$ cat config.mk
export PLATFORM = sky130hd
export DESIGN_NAME = mem_port_arbiter
export DESIGN_NICKNAME = d
export VERILOG_FILES = /design/src/rtl/mem_port_arbiter.sv
export SDC_FILE = /design/constraint.sdc
export NUM_CORES = 1
export LEC_CHECK = 0
export BUFFER_PORTS_ARGS = -buffer_cell sky130_fd_sc_hd__buf_2
export CAP_MARGIN = 20
export CORE_UTILIZATION = 41
export CTS_CLUSTER_SIZE = 20
export DETAILED_ROUTE_END_ITERATION = 8
export MAX_ROUTING_LAYER = met4
export PLACE_DENSITY = 0.73
export SYNTH_ARGS = -nofsm -noshare
export SYNTH_HDL_FRONTEND = slang
export SYNTH_SLANG_ARGS = --single-unit
$ cat constraint.sdc
create_clock -name clk -period 1.4 [get_ports clk]
set_input_delay 0.21 -clock clk [delete_from_list [all_inputs] [get_ports clk]]
set_output_delay 0.21 -clock clk [all_outputs]
set_load 0.1 [all_outputs]
$ cat src/rtl/mem_port_arbiter.sv
// Shared single-port memory sequencer for fetch (read-only) and data (read/write).
// Data side wins unless a pending fetch has been passed over MAX_STARVE times.
module mem_port_arbiter #(
    parameter int ADDR_W     = 32,
    parameter int DATA_W     = 32,
    parameter int LATENCY    = 2,
    parameter int MAX_STARVE = 3
) (
    input  logic              clk,
    input  logic              reset,
    input  logic              if_req,
    input  logic [ADDR_W-1:0] if_addr,
    output logic [DATA_W-1:0] if_rdata,
    output logic              if_ready,
    output logic              if_stall,
    input  logic              dm_req,
    input  logic              dm_we,
    input  logic [ADDR_W-1:0] dm_addr,
    input  logic [DATA_W-1:0] dm_wdata,
    output logic [DATA_W-1:0] dm_rdata,
    output logic              dm_ready,
    output logic              dm_stall,
    output logic              mem_req,
    output logic              mem_we,
    output logic [ADDR_W-1:0] mem_addr,
    output logic [DATA_W-1:0] mem_wdata,
    input  logic [DATA_W-1:0] mem_rdata
);

    localparam int CW = 4;
    localparam int SW = (MAX_STARVE < 1) ? 1 : $clog2(MAX_STARVE + 1);

    typedef enum logic [1:0] {IDLE, BUSY, DONE} state_t;

    state_t            state_q, state_d;
    logic [CW-1:0]     wait_q, wait_d;
    logic [SW-1:0]     starve_q, starve_d;
    logic              owner_q, owner_d;
    logic [ADDR_W-1:0] addr_q, addr_d;
    logic              we_q, we_d;
    logic [DATA_W-1:0] wdata_q, wdata_d;
    logic [DATA_W-1:0] if_rdata_q, if_rdata_d;
    logic [DATA_W-1:0] dm_rdata_q, dm_rdata_d;
    logic              grant_dm;

    assign grant_dm = dm_req && !(if_req && (starve_q == SW'(MAX_STARVE)));

    always_ff @(posedge clk) begin
        if (reset) begin
            state_q    <= IDLE;
            wait_q     <= '0;
            starve_q   <= '0;
            owner_q    <= 1'b0;
            addr_q     <= '0;
            we_q       <= 1'b0;
            wdata_q    <= '0;
            if_rdata_q <= '0;
            dm_rdata_q <= '0;
        end else begin
            state_q    <= state_d;
            wait_q     <= wait_d;
            starve_q   <= starve_d;
            owner_q    <= owner_d;
            addr_q     <= addr_d;
            we_q       <= we_d;
            wdata_q    <= wdata_d;
            if_rdata_q <= if_rdata_d;
            dm_rdata_q <= dm_rdata_d;
        end
    end

    always_comb begin
        state_d    = state_q;
        wait_d     = wait_q;
        starve_d   = starve_q;
        owner_d    = owner_q;
        addr_d     = addr_q;
        we_d       = we_q;
        wdata_d    = wdata_q;
        if_rdata_d = if_rdata_q;
        dm_rdata_d = dm_rdata_q;
        unique case (state_q)
            IDLE: begin
                if (grant_dm) begin
                    owner_d = 1'b1;
                    addr_d  = dm_addr;
                    we_d    = dm_we;
                    wdata_d = dm_wdata;
                    wait_d  = CW'(LATENCY - 1);
                    state_d = BUSY;
                    // Only a passed-over fetch counts toward starvation
                    if (!if_req)
                        starve_d = '0;
                    else if (starve_q != SW'(MAX_STARVE))
                        starve_d = starve_q + 1'b1;
                end else if (if_req) begin
                    owner_d  = 1'b0;
                    addr_d   = if_addr;
                    we_d     = 1'b0;
                    wdata_d  = '0;
                    wait_d   = CW'(LATENCY - 1);
                    state_d  = BUSY;
                    starve_d = '0;
                end
            end
            BUSY: begin
                if (wait_q == '0) begin
                    state_d = DONE;
                    if (owner_q)
                        dm_rdata_d = we_q ? '0 : mem_rdata;
                    else
                        if_rdata_d = mem_rdata;
                end else begin
                    wait_d = wait_q - 1'b1;
                end
            end
            DONE: state_d = IDLE;
            default: state_d = IDLE;
        endcase
    end

    assign mem_req   = (state_q == BUSY);
    assign mem_we    = mem_req && we_q;
    assign mem_addr  = addr_q;
    assign mem_wdata = wdata_q;
    assign if_ready  = (state_q == DONE) && !owner_q;
    assign dm_ready  = (state_q == DONE) && owner_q;
    assign if_stall  = if_req && !if_ready;
    assign dm_stall  = dm_req && !dm_ready;
    assign if_rdata  = if_rdata_q;
    assign dm_rdata  = dm_rdata_q;

endmodule

== After elaboration in Yosys (flattened, before gate mapping) ==
Index checks and enable logic that the tools add are counted.
Widths: inputs -> output; s select.

* Bits in registers: 138
* Bits of input ports: 133
* Output and inout port bits: 134
* Word-level logic and storage cells: 61

* $add $sub $neg: 2
* Equal/unequal tests: 8
* Mux-type cells: 20
* Bitwise operators: 1
* Reductions and logical operators: 21

{| class="wikitable"
|+ Operators by type and width
! operator !! count
|-
| $mux 32 || 5
|-
| $mux 2 || 7
|-
| $mux 4 || 3
|-
| $reduce_and 3->1 || 4
|-
| $pmux 4 s2 || 1
|-
| $logic_and 1x1->1 || 7
|-
| $eq 2x2->1 const B || 2
|-
| $logic_not 1->1 || 4
|-
| $logic_not 4->1 || 1
|-
| $ne 2x2->1 const B || 2
|-
| $pmux 2 s2 || 1
|-
| $reduce_and 2->1 || 2
|-
| $reduce_bool 2->1 || 2
|-
| $sub 4x1->4 const B || 1
|-
| $mux 1 || 3
|-
| $ne 3x2->1 const B || 1
|-
| $ne 3x3->1 const B || 1
|-
| $add 2x1->2 const B || 1
|-
| $eq 2x1->1 const B || 1
|-
| $logic_not 2->1 || 1
|-
| $ne 2x1->1 const B || 1
|-
| $not 1->1 || 1
|}

== Longest topological paths before layout ==
* Word-level depth: 6
* Mapped depth: 7

== Worst setup path before layout ==
No wires, ideal clock.

* Path kind: reg2out
* Start: register state_q[1]
* End: output if_stall
* Data arrival time: 3.970 ns
* Required time: 1.190 ns
* Path slack: -2.780 ns
* Stages on the path, launching flop included: 3
* Path through: dfxtp_1 nor3b_1 nor2b_1

* Longest elaborated chain between the ends: 4

{| class="wikitable"
|+ Ends and longest elaborated chain
! what !! line !! source
|-
| from (decl) || 35 || <nowiki>state_t state_q, state_d;</nowiki>
|-
| from (signal assigned) || 60 || <nowiki>state_q <= state_d;</nowiki>
|-
| $eq 2x2->1 || 126 || <nowiki>assign if_ready = (state_q == DONE) && !owner_q;</nowiki>
|-
| $logic_and 1x1->1 || 126 ||
|-
| via if_ready || 14 || <nowiki>output logic if_ready,</nowiki>
|-
| $logic_not 1->1 || 128 || <nowiki>assign if_stall = if_req && !if_ready;</nowiki>
|-
| $logic_and 1x1->1 || 128 ||
|-
| to (decl) || 15 || <nowiki>output logic if_stall,</nowiki>
|}

The timed path passes the listed nets, and every way through them passes these cells.

== Final worst setup path ==
* Start: register state_q[0]
* End: output dm_stall

* Longest elaborated chain between the ends: 4

{| class="wikitable"
|+ Ends and longest elaborated chain
! what !! line !! source
|-
| $eq 2x2->1 || 127 || <nowiki>assign dm_ready = (state_q == DONE) && owner_q;</nowiki>
|-
| $logic_and 1x1->1 || 127 ||
|-
| $logic_not 1->1 || 129 || <nowiki>assign dm_stall = dm_req && !dm_ready;</nowiki>
|-
| $logic_and 1x1->1 || 129 ||
|-
| to (decl) || 22 || <nowiki>output logic dm_stall,</nowiki>
|}

No other way between the ends.

==> reports/qor.csv <==
stage;metric;value;unit
synthesis;Yosys warnings;0;
clock_network;CTS clk-pin slew, worst paths;0.06;ns
global_routing;initial antenna violation count;0;
clock_network;clk buf depth;2;
finish;fin util;67.4;%
place;Post-Place Cell Area;7210;µm²
finish;Area Overhead vs Synth;58.7;%
timing;Final setup viols;88;
power;leak pwr;3.75;nW
synthesis;largest cells by area after synthesis;dfxtp_1 51%, mux2i_1 12%, a22o_1 5.3%, nand4b_1 5.2%, o2bb2ai_1 5.2%;
finish;share of cells above drive strength 1;47.7;%
setup_path;Worst EP arrival;1.40;ns
setup_path;slowest stage delay, CP;0.40;ns
synthesis;post-synthesis cell count;527;
synthesis;flops & latches, synth;138;
synthesis;Synth cell types;41;
floorplanning;num ports;267;
drt;routed wire length;17500;µm
floorplanning;# rows;41;
job;Max Cap Viol;0;
finish;nets@finish;941;
finish;Finished Layout Cells;989;
setup_path;Bufs and invs on worst path;1;
global_routing;largest net degree at the start of global routing;65;
drt;number of DRC markers in iteration 0;312;
clock_network;Clk Latency, worst-skew pair;0.40;ns
setup_path;worst-path maximum fanout;6;
drt;total number of vias;5258;
timing;skew final;0.00554;ns
finish;post-route cell area;8600;µm²
timing;Max Fclk;622;MHz
clock_network;CTS tree;done;
floorplanning;Die ar.;13700;µm²
timing;Final Slew Violations;0;
clock_network;Root Buffer;clkbuf_16;
synthesis;Avg Cell Area, Syn;10.3;µm²
setup_path;startpoint types;flop;
timing;final hold vios;0;
drt;Residual DRC;0;
clock_network;CTS H-tree lvls;4;
floorplanning;Core Box Area;12800;µm²
power;Pwr Density;1530;nW/µm²
drt;drt wl/cell;17.7;µm
setup_path;Crit path max-delay family;simple AND/OR/NAND/NOR gates;
synthesis;Post-Syn Area;5420;µm²
place;PortBufs;266;
setup_path;Critical Path Sink Type;primary output;
clock_network;CTS buffer count;17;
timing;Worst Tran Pin Value;0.501;ns
timing;final hold slack;0.0171;ns
synthesis;Seq/Total Area, Yosys;51.0;%
timing;RSZ-0062 raised after global routing;yes;
setup_path;worst path required time;1.19;ns
timing;Final WS setup;-0.207;ns
setup_path;WS Path Type;flop to primary output;
global_routing;vias in the first global route;4998;
synthesis;Yosys top cell area share;51.0;%
timing;relative slew slack;66.8;%
power;Worst IR Drop VDD;1010;µV
drt;Routed Antenna Nets;0;
run_status;status;finished with violations;
place;final HPWL from detailed placement;11300;µm
finish;Inserted Diodes;0;
timing;Period minus WS final;1.61;ns
place;routability cong.;0.852;
floorplanning;Die Span Y;117;µm
synthesis;Post-Syn Nets;663;
clock_network;Sink Count;138;
global_routing;first-pass GRT wire length;24300;µm
synthesis;leading area contributor after synthesis;dfxtp_1;
global_routing;gr ovfl total;0;
floorplanning;Die X;117;µm
finish;commonest non-fill, non-tap cell in the layout;buf_2;
clock_network;Hold-fix buffers, CTS;0;
drt;average vias per placed instance;5.32;
min_path;HP Class;input port to flop;
timing;final critical-path share of the clock period;115;%
global_routing;total global routing track utilization;24.0;%
setup_path;critical path cell sequence;and3b_2 > nor2b_4 > buf_12;
setup_path;slowest cell on the critical path;dfxtp_4;
timing;setup TNS;-8.27;ns
place;dpl cells;940;
drt;Pre-antenna DRT Iters;5;
floorplanning;Initial Utilization;42.4;%
finish;most frequent cells in the layout;145 x buf_2, 130 x dfxtp_1, 69 x clkbuf_4, 64 x nand2_1, 60 x buf_4;
setup_path;Worst R2R Setup Slack;-0.16;ns
run_status;failing checks;negative setup slack;
-- registers in the layout, summed over array words and instances (netlist names) --
name and flops:
mem_wdata 32, owner_q 1, we_q 1, state_q 2
if_rdata 32, dm_rdata 32, wait_q 4, starve_q 2
mem_addr 32
-- power breakdown --
group / internal (mW) / total [mW] / switching (mW) / leakage, nW
Sequential: 4.24 / 4.44 / 0.207 / 1.13
Clock: 2.74 / 4.34 / 1.60 / 0.287
Combinational: 1.29 / 4.38 / 3.09 / 2.33
Total: 8.27 / 13.2 / 4.90 / 3.75
-- layout make-up --
cell class              count  area (µm²)
inverters                   5        22.5
multi-input cells         334        2630
fillers                   969        4170
repair buffers            309        2380
flip-flops and latches    138        2780
clock inverters             8        93.8
clock buffers              23         478
well taps                 172         215
-- cells by family after synthesis --
family                     Yosys count  synth area share [%]
adders and majority gates            3                 0.692
muxes                               64                  11.8
and+or+nand+nor                    123                  13.2
DFF                                138                  51.0
buffers and inverters               55                  5.03
AOI/OAI and AO/OA                  144                  18.3
-- through the flow --
step / power, mW / worst slack (ns)
after floorplan: 7.42 / -0.397
after global placement: 8.23 / -0.0302
after detailed placement: 8.30 / -0.124
after CTS: 13.0 / -0.222
after global routing: 13.6 / -0.259
final: 13.2 / -0.207
-- Yosys cell counts --
cell,count
o21ai_0,35
nor2b_1,3
a21oi_2,1
nor2_1,3
and3_1,1
o221ai_1,1
and4bb_2,1
a22o_1,33
clkbuf_1,25
a21oi_1,34
mux2i_1,64
o22ai_1,1
or3_1,2
nand4_1,1
nand3_1,1
a32o_1,1
nor3_1,1
buf_1,4
a31oi_1,1
nand4b_1,32
or2_2,1
o2bb2ai_1,32
or4_1,2
or3b_2,1
a21o_1,1
ha_1,3
dfxtp_1,138
and2_1,2
nor3b_1,2
nand2b_1,2
buf_2,14
nor3_4,1
buf_4,1
nand2_1,64
nand4bb_2,1
o21a_1,1
inv_1,5
and3b_1,1
or2_1,1
buf_6,6
a21boi_1,3
-- worst reg2reg max path: stages, from the launching register on --
cell and delay [ns]:
dfxtp_2 0.33, inv_2 0.08, ha_4 0.18, buf_6 0.10, and4bb_4 0.34, clkbuf_16 0.19, nand4b_1 0.10, a21oi_1 0.16
-- repair_timing --
action,in CTS,in global routing
setup buffers,10,4
resized for setup,74,106
setup endpoints to repair,125,166
gates cloned,5,4
pin swaps,9,75
-- worst paths after layout --
path / startpoint / end / cells after the start
max: state_q[0]$_SDFFE_PP0P_ / dm_stall / 3
min: dm_wdata[20] / mem_wdata[20]$_SDFFE_PP0P_ / 2
max reg2reg: wait_q[0]$_SDFFE_PP0P_ / dm_rdata[13]$_SDFFE_PP0P_ / 7
min reg2reg: if_rdata[15]$_SDFFE_PP0P_ / if_rdata[15]$_SDFFE_PP0P_ / 2
-- per-layer routing --
| layer | wire length (µm) | track usage, % | vias up |
|---|---|---|---|
| met5 | 0 | - | - |
| met3 | 926 | 5.30 | 30 |
| met4 | 330 | 8.69 | 0 |
| li1 | - | - | 2487 |
| met1 | 6990 | 26.4 | 2527 |
| met2 | 9230 | 42.4 | 214 |
Note: power is estimated with default switching activity, not from simulation.
